[src/rtl/id_pkg.sv]
// rtl/id_pkg.sv - decode-stage constants, field positions and control bundle type
package id_pkg;
   localparam logic [1:0] MODE_DP  = 2'b00;
   localparam logic [1:0] MODE_MEM = 2'b01;
   localparam logic [1:0] MODE_BR  = 2'b10;

   localparam logic [3:0] OP_AND = 4'b0000, OP_EOR = 4'b0001, OP_SUB = 4'b0010, OP_ADD = 4'b0100;
   localparam logic [3:0] OP_ADC = 4'b0101, OP_SBC = 4'b0110, OP_TST = 4'b1000, OP_CMP = 4'b1010;
   localparam logic [3:0] OP_ORR = 4'b1100, OP_MOV = 4'b1101, OP_MVN = 4'b1111;

   localparam logic [3:0] EXE_NOP = 4'b0000, EXE_MOV = 4'b0001, EXE_ADD = 4'b0010, EXE_ADC = 4'b0011;
   localparam logic [3:0] EXE_SUB = 4'b0100, EXE_SBC = 4'b0101, EXE_AND = 4'b0110, EXE_ORR = 4'b0111;
   localparam logic [3:0] EXE_EOR = 4'b1000, EXE_MVN = 4'b1001;

   localparam int RN_LSB = 16, RD_LSB = 12, RM_LSB = 0, IMM_BIT = 25;
   localparam int S_BIT = 20, OP_LSB = 21, MODE_LSB = 26, COND_LSB = 28;

   typedef struct packed {
      logic [3:0] exe_cmd;
      logic       mem_read;
      logic       mem_write;
      logic       wb_en;
      logic       b;
      logic       s;
   } ctrl_t;

   localparam int CTRL_W = $bits(ctrl_t);
endpackage

[src/rtl/Condition_Check.sv]
// rtl/Condition_Check.sv - ARM condition field evaluation against NZCV
module Condition_Check (
   input  logic [3:0] cond,
   input  logic [3:0] status,
   output logic       pass
);
   logic n, z, c, v;
   assign {n, z, c, v} = status;

   // one pass/fail per condition code; 4'b1111 never executes
   always_comb begin
      pass = 1'b0;
      case (cond)
         4'h0: pass = z;
         4'h1: pass = !z;
         4'h2: pass = c;
         4'h3: pass = !c;
         4'h4: pass = n;
         4'h5: pass = !n;
         4'h6: pass = v;
         4'h7: pass = !v;
         4'h8: pass = c && !z;
         4'h9: pass = !c || z;
         4'hA: pass = (n == v);
         4'hB: pass = (n != v);
         4'hC: pass = !z && (n == v);
         4'hD: pass = z || (n != v);
         4'hE: pass = 1'b1;
         default: pass = 1'b0;
      endcase
   end
endmodule

[src/rtl/Control_Unit.sv]
// rtl/Control_Unit.sv - mode/opcode to execute command and memory/write-back controls
module Control_Unit
   import id_pkg::*;
(
   input  logic [1:0] mode,
   input  logic [3:0] opcode,
   input  logic       s_in,
   output logic [3:0] exe_cmd,
   output logic       mem_read,
   output logic       mem_write,
   output logic       wb_en,
   output logic       b,
   output logic       s_out
);
   // data processing writes back except compares; S bit doubles as the load flag for memory ops
   always_comb begin
      exe_cmd = EXE_NOP; mem_read = 1'b0; mem_write = 1'b0; wb_en = 1'b0; b = 1'b0; s_out = 1'b0;
      case (mode)
         MODE_DP: begin
            s_out = s_in;
            wb_en = 1'b1;
            case (opcode)
               OP_MOV: exe_cmd = EXE_MOV;
               OP_MVN: exe_cmd = EXE_MVN;
               OP_ADD: exe_cmd = EXE_ADD;
               OP_ADC: exe_cmd = EXE_ADC;
               OP_SUB: exe_cmd = EXE_SUB;
               OP_SBC: exe_cmd = EXE_SBC;
               OP_AND: exe_cmd = EXE_AND;
               OP_ORR: exe_cmd = EXE_ORR;
               OP_EOR: exe_cmd = EXE_EOR;
               OP_CMP: begin exe_cmd = EXE_SUB; wb_en = 1'b0; end
               OP_TST: begin exe_cmd = EXE_AND; wb_en = 1'b0; end
               default: wb_en = 1'b0;
            endcase
         end
         MODE_MEM: begin
            exe_cmd   = EXE_ADD;
            mem_read  = s_in;
            mem_write = !s_in;
            wb_en     = s_in;
         end
         MODE_BR: b = 1'b1;
         default: ;
      endcase
   end
endmodule

[src/rtl/Register_File.sv]
// rtl/Register_File.sv - two-read one-write register file, cleared on reset
module Register_File #(
   parameter  int DATA_W  = 32,
   parameter  int REG_CNT = 16,
   localparam int RA_W    = $clog2(REG_CNT)
) (
   input  logic              clk,
   input  logic              rst,
   input  logic [RA_W-1:0]   src1,
   input  logic [RA_W-1:0]   src2,
   input  logic              wb_en,
   input  logic [RA_W-1:0]   wb_dest,
   input  logic [DATA_W-1:0] wb_value,
   output logic [DATA_W-1:0] reg1,
   output logic [DATA_W-1:0] reg2
);
   logic [DATA_W-1:0] regs [REG_CNT];

   // write port on the rising edge
   always_ff @(posedge clk or negedge rst) begin
      if (!rst) regs <= '{default: '0};
      else if (wb_en) regs[wb_dest] <= wb_value;
   end

   assign reg1 = regs[src1];
   assign reg2 = regs[src2];
endmodule

[src/rtl/id_scoreboard.sv]
// rtl/id_scoreboard.sv - per-register in-flight write counters with busy/full flags
module id_scoreboard #(
   parameter  int REG_CNT = 16,
   parameter  int CNT_W   = 2,
   localparam int RA_W    = $clog2(REG_CNT)
) (
   input  logic               clk,
   input  logic               rst,
   input  logic               inc_en,
   input  logic [RA_W-1:0]    inc_dest,
   input  logic               wb_en,
   input  logic [RA_W-1:0]    wb_dest,
   input  logic               kill_en,
   input  logic [RA_W-1:0]    kill_dest,
   input  logic               flush_en,
   input  logic [RA_W-1:0]    flush_dest,
   input  logic               rel_en,
   input  logic [RA_W-1:0]    rel_dest,
   output logic [REG_CNT-1:0] busy,
   output logic [REG_CNT-1:0] full
);
   localparam int SW = CNT_W + 2;
   localparam logic [CNT_W-1:0] CNT_MAX = '1;

   logic [CNT_W-1:0]   cnt   [REG_CNT];
   logic [CNT_W-1:0]   cnt_d [REG_CNT];
   logic [REG_CNT-1:0] underflow;
   logic [SW-1:0]      up, down;
   logic               early;

   // merge one increment and up to three retirements; rel_* discounts a same-cycle retire from the flags
   always_comb begin
      cnt_d = cnt; underflow = '0; busy = '0; full = '0;
      up = '0; down = '0; early = 1'b0;
      for (int r = 0; r < REG_CNT; r++) begin
         up   = {2'b00, cnt[r]} + SW'(inc_en && inc_dest == RA_W'(r));
         down = SW'(wb_en && wb_dest == RA_W'(r)) + SW'(kill_en && kill_dest == RA_W'(r))
              + SW'(flush_en && flush_dest == RA_W'(r));
         underflow[r] = down > up;
         cnt_d[r]     = underflow[r] ? '0 : CNT_W'(up - down);
         early        = rel_en && rel_dest == RA_W'(r);
         busy[r]      = early ? (cnt[r] > CNT_W'(1)) : (cnt[r] != '0);
         full[r]      = (cnt[r] == CNT_MAX) && !early;
      end
   end

   // counter state
   always_ff @(posedge clk or negedge rst) begin
      if (!rst) cnt <= '{default: '0};
      else      cnt <= cnt_d;
   end

   a_no_underflow: assert property (@(posedge clk) disable iff (!rst) underflow == '0);
endmodule

[src/rtl/id_stage_sb.sv]
// rtl/id_stage_sb.sv - decode stage with ID/EXE register and RAW scoreboard; ID_WB_BYPASS_EN enables write-back forwarding
module id_stage_sb
   import id_pkg::*;
#(
   parameter  int DATA_W  = 32,
   parameter  int REG_CNT = 16,
   parameter  int PC_REG  = 15,
   parameter  int CNT_W   = 2,
   localparam int RA_W    = $clog2(REG_CNT)
) (
   input  logic              clk,
   input  logic              rst,
   input  logic              in_valid,
   output logic              in_ready,
   input  logic [31:0]       instruction_in,
   input  logic [DATA_W-1:0] pc_in,
   input  logic [3:0]        status,
   input  logic              flush,
   input  logic              wb_en_wb,
   input  logic [RA_W-1:0]   dest_wb,
   input  logic [DATA_W-1:0] value_wb,
   input  logic              kill_en,
   input  logic [RA_W-1:0]   kill_dest,
   output logic              out_valid,
   input  logic              out_ready,
   output logic [DATA_W-1:0] reg1,
   output logic [DATA_W-1:0] reg2,
   output logic [DATA_W-1:0] pc_out,
   output logic [3:0]        exe_cmd,
   output logic              mem_read,
   output logic              mem_write,
   output logic              wb_en,
   output logic              b,
   output logic              s,
   output logic              imm,
   output logic [11:0]       shift_operand,
   output logic [23:0]       imm24,
   output logic [RA_W-1:0]   dest
);
   logic [RA_W-1:0]    rn, rd, rm, src2;
   logic [DATA_W-1:0]  rf1, rf2, val1, val2;
   logic [REG_CNT-1:0] busy, full;
   logic [3:0]         cu_cmd;
   logic               cu_mr, cu_mw, cu_wb, cu_b, cu_s;
   logic               cond_pass, rn_used, src2_used, stall, load, rel_en;
   ctrl_t              ctrl_cu, ctrl_d;

   assign rn   = RA_W'(instruction_in[RN_LSB +: 4]);
   assign rd   = RA_W'(instruction_in[RD_LSB +: 4]);
   assign rm   = RA_W'(instruction_in[RM_LSB +: 4]);
   assign src2 = cu_mw ? rd : rm;

   Control_Unit u_cu (
      .mode(instruction_in[MODE_LSB +: 2]), .opcode(instruction_in[OP_LSB +: 4]),
      .s_in(instruction_in[S_BIT]), .exe_cmd(cu_cmd), .mem_read(cu_mr),
      .mem_write(cu_mw), .wb_en(cu_wb), .b(cu_b), .s_out(cu_s)
   );

   Condition_Check u_cc (.cond(instruction_in[COND_LSB +: 4]), .status(status), .pass(cond_pass));

   Register_File #(.DATA_W(DATA_W), .REG_CNT(REG_CNT)) u_rf (
      .clk(clk), .rst(rst), .src1(rn), .src2(src2), .wb_en(wb_en_wb),
      .wb_dest(dest_wb), .wb_value(value_wb), .reg1(rf1), .reg2(rf2)
   );

`ifdef ID_WB_BYPASS_EN
   assign rel_en = wb_en_wb;
`else
   assign rel_en = 1'b0;
`endif

   id_scoreboard #(.REG_CNT(REG_CNT), .CNT_W(CNT_W)) u_sb (
      .clk(clk), .rst(rst),
      .inc_en(load && cu_wb && cond_pass), .inc_dest(rd),
      .wb_en(wb_en_wb), .wb_dest(dest_wb),
      .kill_en(kill_en), .kill_dest(kill_dest),
      .flush_en(flush && out_valid && wb_en && !out_ready), .flush_dest(dest),
      .rel_en(rel_en), .rel_dest(dest_wb),
      .busy(busy), .full(full)
   );

   assign ctrl_cu   = '{exe_cmd: cu_cmd, mem_read: cu_mr, mem_write: cu_mw, wb_en: cu_wb, b: cu_b, s: cu_s};
   assign ctrl_d    = cond_pass ? ctrl_cu : ctrl_t'({CTRL_W{1'b0}});
   assign rn_used   = !cu_b;
   assign src2_used = !instruction_in[IMM_BIT] || cu_mw;
   assign stall     = (rn_used && busy[rn]) || (src2_used && busy[src2]) || (cu_wb && cond_pass && full[rd]);
   assign in_ready  = !stall && !flush && (!out_valid || out_ready);
   assign load      = in_valid && in_ready;

   // operand select: PC register reads the instruction's PC, same-cycle write-back forwarded in bypass builds
   always_comb begin
      val1 = rf1;
      val2 = rf2;
`ifdef ID_WB_BYPASS_EN
      if (wb_en_wb && dest_wb == rn)   val1 = value_wb;
      if (wb_en_wb && dest_wb == src2) val2 = value_wb;
`endif
      if (rn == RA_W'(PC_REG))   val1 = pc_in;
      if (src2 == RA_W'(PC_REG)) val2 = pc_in;
   end

   // ID/EXE holding register: load on handshake, drop on consume or flush, hold otherwise
   always_ff @(posedge clk or negedge rst) begin
      if (!rst) begin
         out_valid <= 1'b0; reg1 <= '0; reg2 <= '0; pc_out <= '0;
         exe_cmd <= '0; mem_read <= 1'b0; mem_write <= 1'b0; wb_en <= 1'b0; b <= 1'b0; s <= 1'b0;
         imm <= 1'b0; shift_operand <= '0; imm24 <= '0; dest <= '0;
      end else if (load) begin
         out_valid     <= 1'b1;
         reg1          <= val1;
         reg2          <= val2;
         pc_out        <= pc_in;
         exe_cmd       <= ctrl_d.exe_cmd;
         mem_read      <= ctrl_d.mem_read;
         mem_write     <= ctrl_d.mem_write;
         wb_en         <= ctrl_d.wb_en;
         b             <= ctrl_d.b;
         s             <= ctrl_d.s;
         imm           <= instruction_in[IMM_BIT];
         shift_operand <= instruction_in[11:0];
         imm24         <= instruction_in[23:0];
         dest          <= rd;
      end else if (flush || out_ready) begin
         out_valid <= 1'b0;
      end
   end
endmodule

[config.mk]
export PLATFORM = sky130hd
export DESIGN_NAME = id_stage_sb
export DESIGN_NICKNAME = d
export VERILOG_FILES = /design/src/rtl/id_pkg.sv /design/src/rtl/Condition_Check.sv /design/src/rtl/Control_Unit.sv /design/src/rtl/Register_File.sv /design/src/rtl/id_scoreboard.sv /design/src/rtl/id_stage_sb.sv
export SDC_FILE = /design/constraint.sdc
export NUM_CORES = 2
export LEC_CHECK = 0
export ABC_CLOCK_PERIOD_IN_PS = 5700
export BUFFER_PORTS_ARGS = -buffer_cell sky130_fd_sc_hd__buf_2
export CORE_MARGIN = 2
export CORE_UTILIZATION = 50
export DETAILED_ROUTE_END_ITERATION = 6
export PLACE_DENSITY = 0.68
export SYNTH_ARGS = -nofsm -noshare
export SYNTH_HDL_FRONTEND = slang
export SYNTH_SLANG_ARGS = --single-unit
[constraint.sdc]
create_clock -name clk -period 5.7 [get_ports clk]
set_clock_uncertainty 0.05 [all_clocks]
set_input_delay 0.285 -clock clk [delete_from_list [all_inputs] [get_ports clk]]
set_output_delay 0.285 -clock clk [all_outputs]
set_load 0.05 [all_outputs]
# --- Yosys cells after proc, flatten, opt, wreduce, memory -nomap -nowiden ---
# Cells that the tools add are included.
classes:
  add_sub_neg: 64
  order_cmp: 23
  n_eq_ne: 106
  mux: 46
  bitwise: 3
  n_reduce_logical: 124
op_table:
  columns: ["op", "count"]
  rows:
  - ["$bwmux W512", 1]
  - ["$bmux W32 S4", 2]
  - ["$mux W32", 7]
  - ["$eq A4 B4 Y1 const B", 46]
  - ["$demux W32 S4", 1]
  - ["$add A2 B1 Y3", 32]
  - ["$eq A4 B3 Y1 const B", 23]
  - ["$logic_and A1 B1 Y1", 79]
  - ["$gt A4 B3 Y1", 16]
  - ["$eq A4 B2 Y1 const B", 11]
  - ["$pmux W4 S9", 1]
  - ["$eq A2 B2 Y1 const B", 17]
  - ["$reduce_bool A2 Y1", 17]
  - ["$add A1 B1 Y2", 16]
  - ["$mux W2", 16]
  - ["$sub A2 B2 Y2", 16]
  - ["$eq A4 B1 Y1 const B", 6]
  - ["$logic_not A4 Y1", 6]
  - ["$ge A5 B5 Y1 const B", 3]
  - ["$lt A4 B5 Y1 const B", 3]
  - ["$not A4 Y5", 3]
  - ["$pmux W1 S15", 1]
  - ["$bmux W1 S4", 3]
  - ["$logic_not A1 Y1", 11]
  - ["other kinds (13)", 29]
word_totals:
  reg_bits: 691
  inputBits: 115
  out_inout_bits: 148
  word_cells: 412

# --- Logic depth before layout (Yosys ltp) ---
depth:
  depth_word: 18
  depth_mapped: 20
  ltp_nobuf: 15

# --- By module ---
# Synthesis repeated with hierarchy kept, for this count alone.
unflattened:
  cells_unflattened: 2697
  hier_area_um2: 37344.6
by_module_without_submodules:
  columns: ["mod", "n_inst", "cells_each", "area_each_um2", "seq_area_each_um2"]
  rows:
  - ["Register_File", 1, 1675, 26457.9, 12812.3]
  - ["id_stage_sb", 1, 477, 6678.9, 3278.1]
  - ["id_scoreboard", 1, 495, 3863.7, 800.8]
  - ["Condition_Check", 1, 28, 193.9, 0.0]
  - ["Control_Unit", 1, 22, 150.1, 0.0]

# --- Least setup slack after synthesis ---
# Ideal clock, no wire load.
synth_timing:
  kind: "in2reg"
  from: "in instruction_in[20]"
  to: "reg u_sb.cnt[29] (netlist name)"
  setup_ns: 0.118
  t_arrival_ns: 3.801
  required_ns: 5.532
  slack_ns: 1.731
  cell_stages: 20
  path_buffers: 5
  cell_sequence: "or3b_1 -> buf_2 -> a21o_1 -> buf_6 -> buf_6 -> a211oi_2 -> a211oi_1 -> or4_1 -> buf_2 -> nand4_1 -> clkbuf_1 -> nor3_1 -> ha_1 -> ha_1 -> inv_1 -> ha_1 -> nor3b_1 -> a21oi_1 -> nor2_1 -> nor2_1"
synth_rtl:
  columns: ["item", "line", "text"]
  rows:
  - ["from (decl)", "id_stage_sb.sv:15", "input logic [31:0] instruction_in,"]
  - ["to (signal assigned)", "id_scoreboard.sv:50", "else cnt <= cnt_d;"]
  - ["to (decl)", "id_scoreboard.sv:25", "logic [CNT_W-1:0] cnt [REG_CNT];"]

==> impl_metrics.yaml <==
global_route:
  grt_pass1_wl_um: 173000
  antenna_found_initial: 8
  grt_max_degree: 171
  overflow: 0
  first_global_vias: 27330
  track_usage_pct: 30.96
synth:
  synth.distinct_cells: 61
  synthXorXnorAreaFrac_pct: 0.2428
  yosysMostFrequentCell: "nand2_1"
  netlist_top_cells_area: "dfrtp_1, mux4_2, mux2_2"
  synth_area_um2: 36070
  synthSimpleGateAreaFrac_pct: 11.49
  syn_inst: 3195
  ys_warn_count: 0
  yosysTopAreaCell: "dfrtp_1"
  synth-main-ff-cell: "dfrtp_1"
  syn_avg_cell_area_um2: 11.29
  ys_seq_area_share_pct: 45.44
  async_flop_share_pct: 100.0
  synthMuxAreaShare_pct: 28.59
  synth_compound_area_share_pct: 6.359
  synth_adder_area_share_pct: 3.663
  synth-seq-cells: 655
  syn-num-nets: 3406
  synth_top_area_share_pct: 45.44
  synth-edff-count: 0
  synth_top_family_by_area: "multiplexers"
  ys_top_cells_by_count: "nand2_1, dfrtp_1, mux2_2, mux4_2, clkbuf_1"
pwr:
  ir_drop_mv: 0.4383
  power.leakage_nw: 19.06
  powerDensity_nw_per_um2: 433.8
clock_network:
  cts-resized-gates: 0
  clockBufferDepth: 3
  root_buffer: "clkbuf_16"
  hold_buffers: 84
  clkLatencyLatePin_ps: 630
  htree_levels: 3
  clock_sinks: 655
  clk_pin_slew_ps: 60
  cts_setup_buffers: 0
  numCtsBuffers: 74
  cts_tree: "yes"
route:
  vias: 27580
  dr.pass1.iters: 6
  post-route-drc-count: 0
  viasPerCell: 6.226
  drt_iter0_markers: 3324
  wirelength_um: 114400
  ant_nets: 0
  wire_per_inst_um: 25.83
floorplanning:
  fp.dieH_um: 272.6
  die_w_um: 272.6
  core-area_um2: 71490
  rows: 98
  die_area_um2: 74300
  start_util_pct: 50.46
  io_pins: 263
placed_design:
  hpwl_um: 65740
  gp_congestion: 0.9056
  portBuffers: 262
  pre_cts_ws_ps: 1005
worst_setup_path:
  cp_data_required_time_ps: 6200
  arrival_ps: 5190
  critPathKind: "in2reg"
  cp-start-kind: "input port"
  cp_max_fo: 28
  crit_path_end_kind: "flop"
sta:
  tightest_slew_ps: 1204
  fin_crit_ps: 4692
  rsz0062_at_grt: "no"
  finalWorstSetupSlack_ps: 1008
  final-max-slew-violation-count: 0
  hold_viol_final: 0
  post-route-period-util_pct: 82.32
  setup_viol: 0
  fmax_mhz: 213.1
  slew_headroom_pct: 17.45
  setup_tns_ps: 0
job:
  maxCapViolations: 0
outcome:
  status: "complete, no violations"
final_layout:
  drive_above_1_share_pct: 31.23
  syn_to_final_growth_pct: 15.30
  fin_nets: 3631
worst_hold_path:
  holdCritPathClass: "in2reg"
-- metal layers --
layer | vias to the layer above | part of all wire, % | global-route usage, %
met5 | - | 0.042 | 0
met4 | 8 | 3.6 | 12.29
met3 | 274 | 11 | 8.655
met2 | 1587 | 45 | 47.27
met1 | 13960 | 40 | 42.04
li1 | 11750 | - | -
-- power breakdown --
part	switching (mW)	internal (mW)	total (mW)
clock	2.02	3.02	5.04
combinational	3.70	2.35	6.04
sequential	1.01	5.95	6.95
total	6.73	11.3	18.0
-- cells by family (layout without fill, tap and decap cells) --
family | count (synthesis) | after routing
DFF | 655 | 655
xor gates and xnor gates | 10 | 10
adders and majority gates | 96 | 96
muxes | 722 | 722
buffers and inverters | 362 | 641
other | 0 | 5
and+or+nand+nor | 1009 | 1009
AOI/OAI and AO/OA | 341 | 341
-- registers in the layout, summed over array words and instances (netlist names), 4 cells and up --
register       count
u_rf.regs        492
exe_cmd            4
pc_out            32
shift_operand     11
u_sb.cnt          32
reg1              32
imm24             13
reg2              32
-- per-stage QoR --
| step | std cells | power, mW | area (um2) | hold WS, ps | util, % |
|---|---|---|---|---|---|
| after floorplan | 3195 | 11.36 | 36070 | -60.59 | - |
| after global placement | 4210 | 12.79 | 38180 | 328.2 | 53.41 |
| after detailed placement | 4210 | 12.94 | 38180 | 331.3 | 53.41 |
| after CTS | 4424 | 18.05 | 41570 | 4.027 | 58.16 |
| after global routing | 4427 | 18.84 | 41580 | 32.35 | 58.17 |
| final | 4429 | 18.04 | 41590 | 29.02 | 58.18 |
-- worst paths after layout --
path / start / end / slack, ps / cells after the start
worst max-delay path: instruction_in[20] / u_sb.cnt[13] / 1010 / 17
worst min-delay path: instruction_in[14] / imm24[14] / 30 / 2
worst max register to register: u_sb.cnt[20] / u_sb.cnt[13] / 1680 / 15
worst min register to register: u_rf.regs[448] / u_rf.regs[448] / 440 / 2
max in group asynchronous: rst / u_rf.regs[49] / 3880 / 3
min in group asynchronous: rst / pc_out[26] / 240 / 2
-- critical path, cell delays in order --
cell and delay (ps):
dlygate4sd3_1 540, buf_2 160, or3b_1 710, mux2_4 650, a211oi_1 260, a211oi_1 90, or4_1 580, nand4_1 290
buf_4 230, nor3_1 70, ha_1 210, ha_1 270, inv_1 40, ha_1 310, a21oi_1 200, o22ai_1 130
a21oi_1 160
-- layout make-up --
class                   instances  area, um2
multi-input cells            2178      18350
well taps                     950       1189
clock buffers                 101       2157
fillers                      5740      29900
diodes                          5      12.51
repair buffers                403       2683
clock inverters                29      397.9
inverters                     108      405.4
flip-flops and latches        655      16390
-- cells in the final DEF, fill, tap and decap left out, types with 15 or more instances in the layout --
cell type	instances
a2111oi_0	16
a211oi_1	18
a21oi_1	63
a221oi_1	32
a22oi_1	23
a31oi_1	23
buf_2	258
buf_4	52
clkbuf_16	77
clkbuf_8	15
dfrtp_1	655
dlygate4sd3_1	84
fa_1	16
ha_1	80
inv_1	102
mux2_2	345
mux2_4	57
mux2i_1	128
mux4_2	190
nand2_1	710
nand2b_1	16
nand3_1	47
nor2_1	127
nor3_1	27
o21ai_0	61
o22ai_1	38
o2bb2ai_1	23
Note: power is estimated with default switching activity, not from simulation.
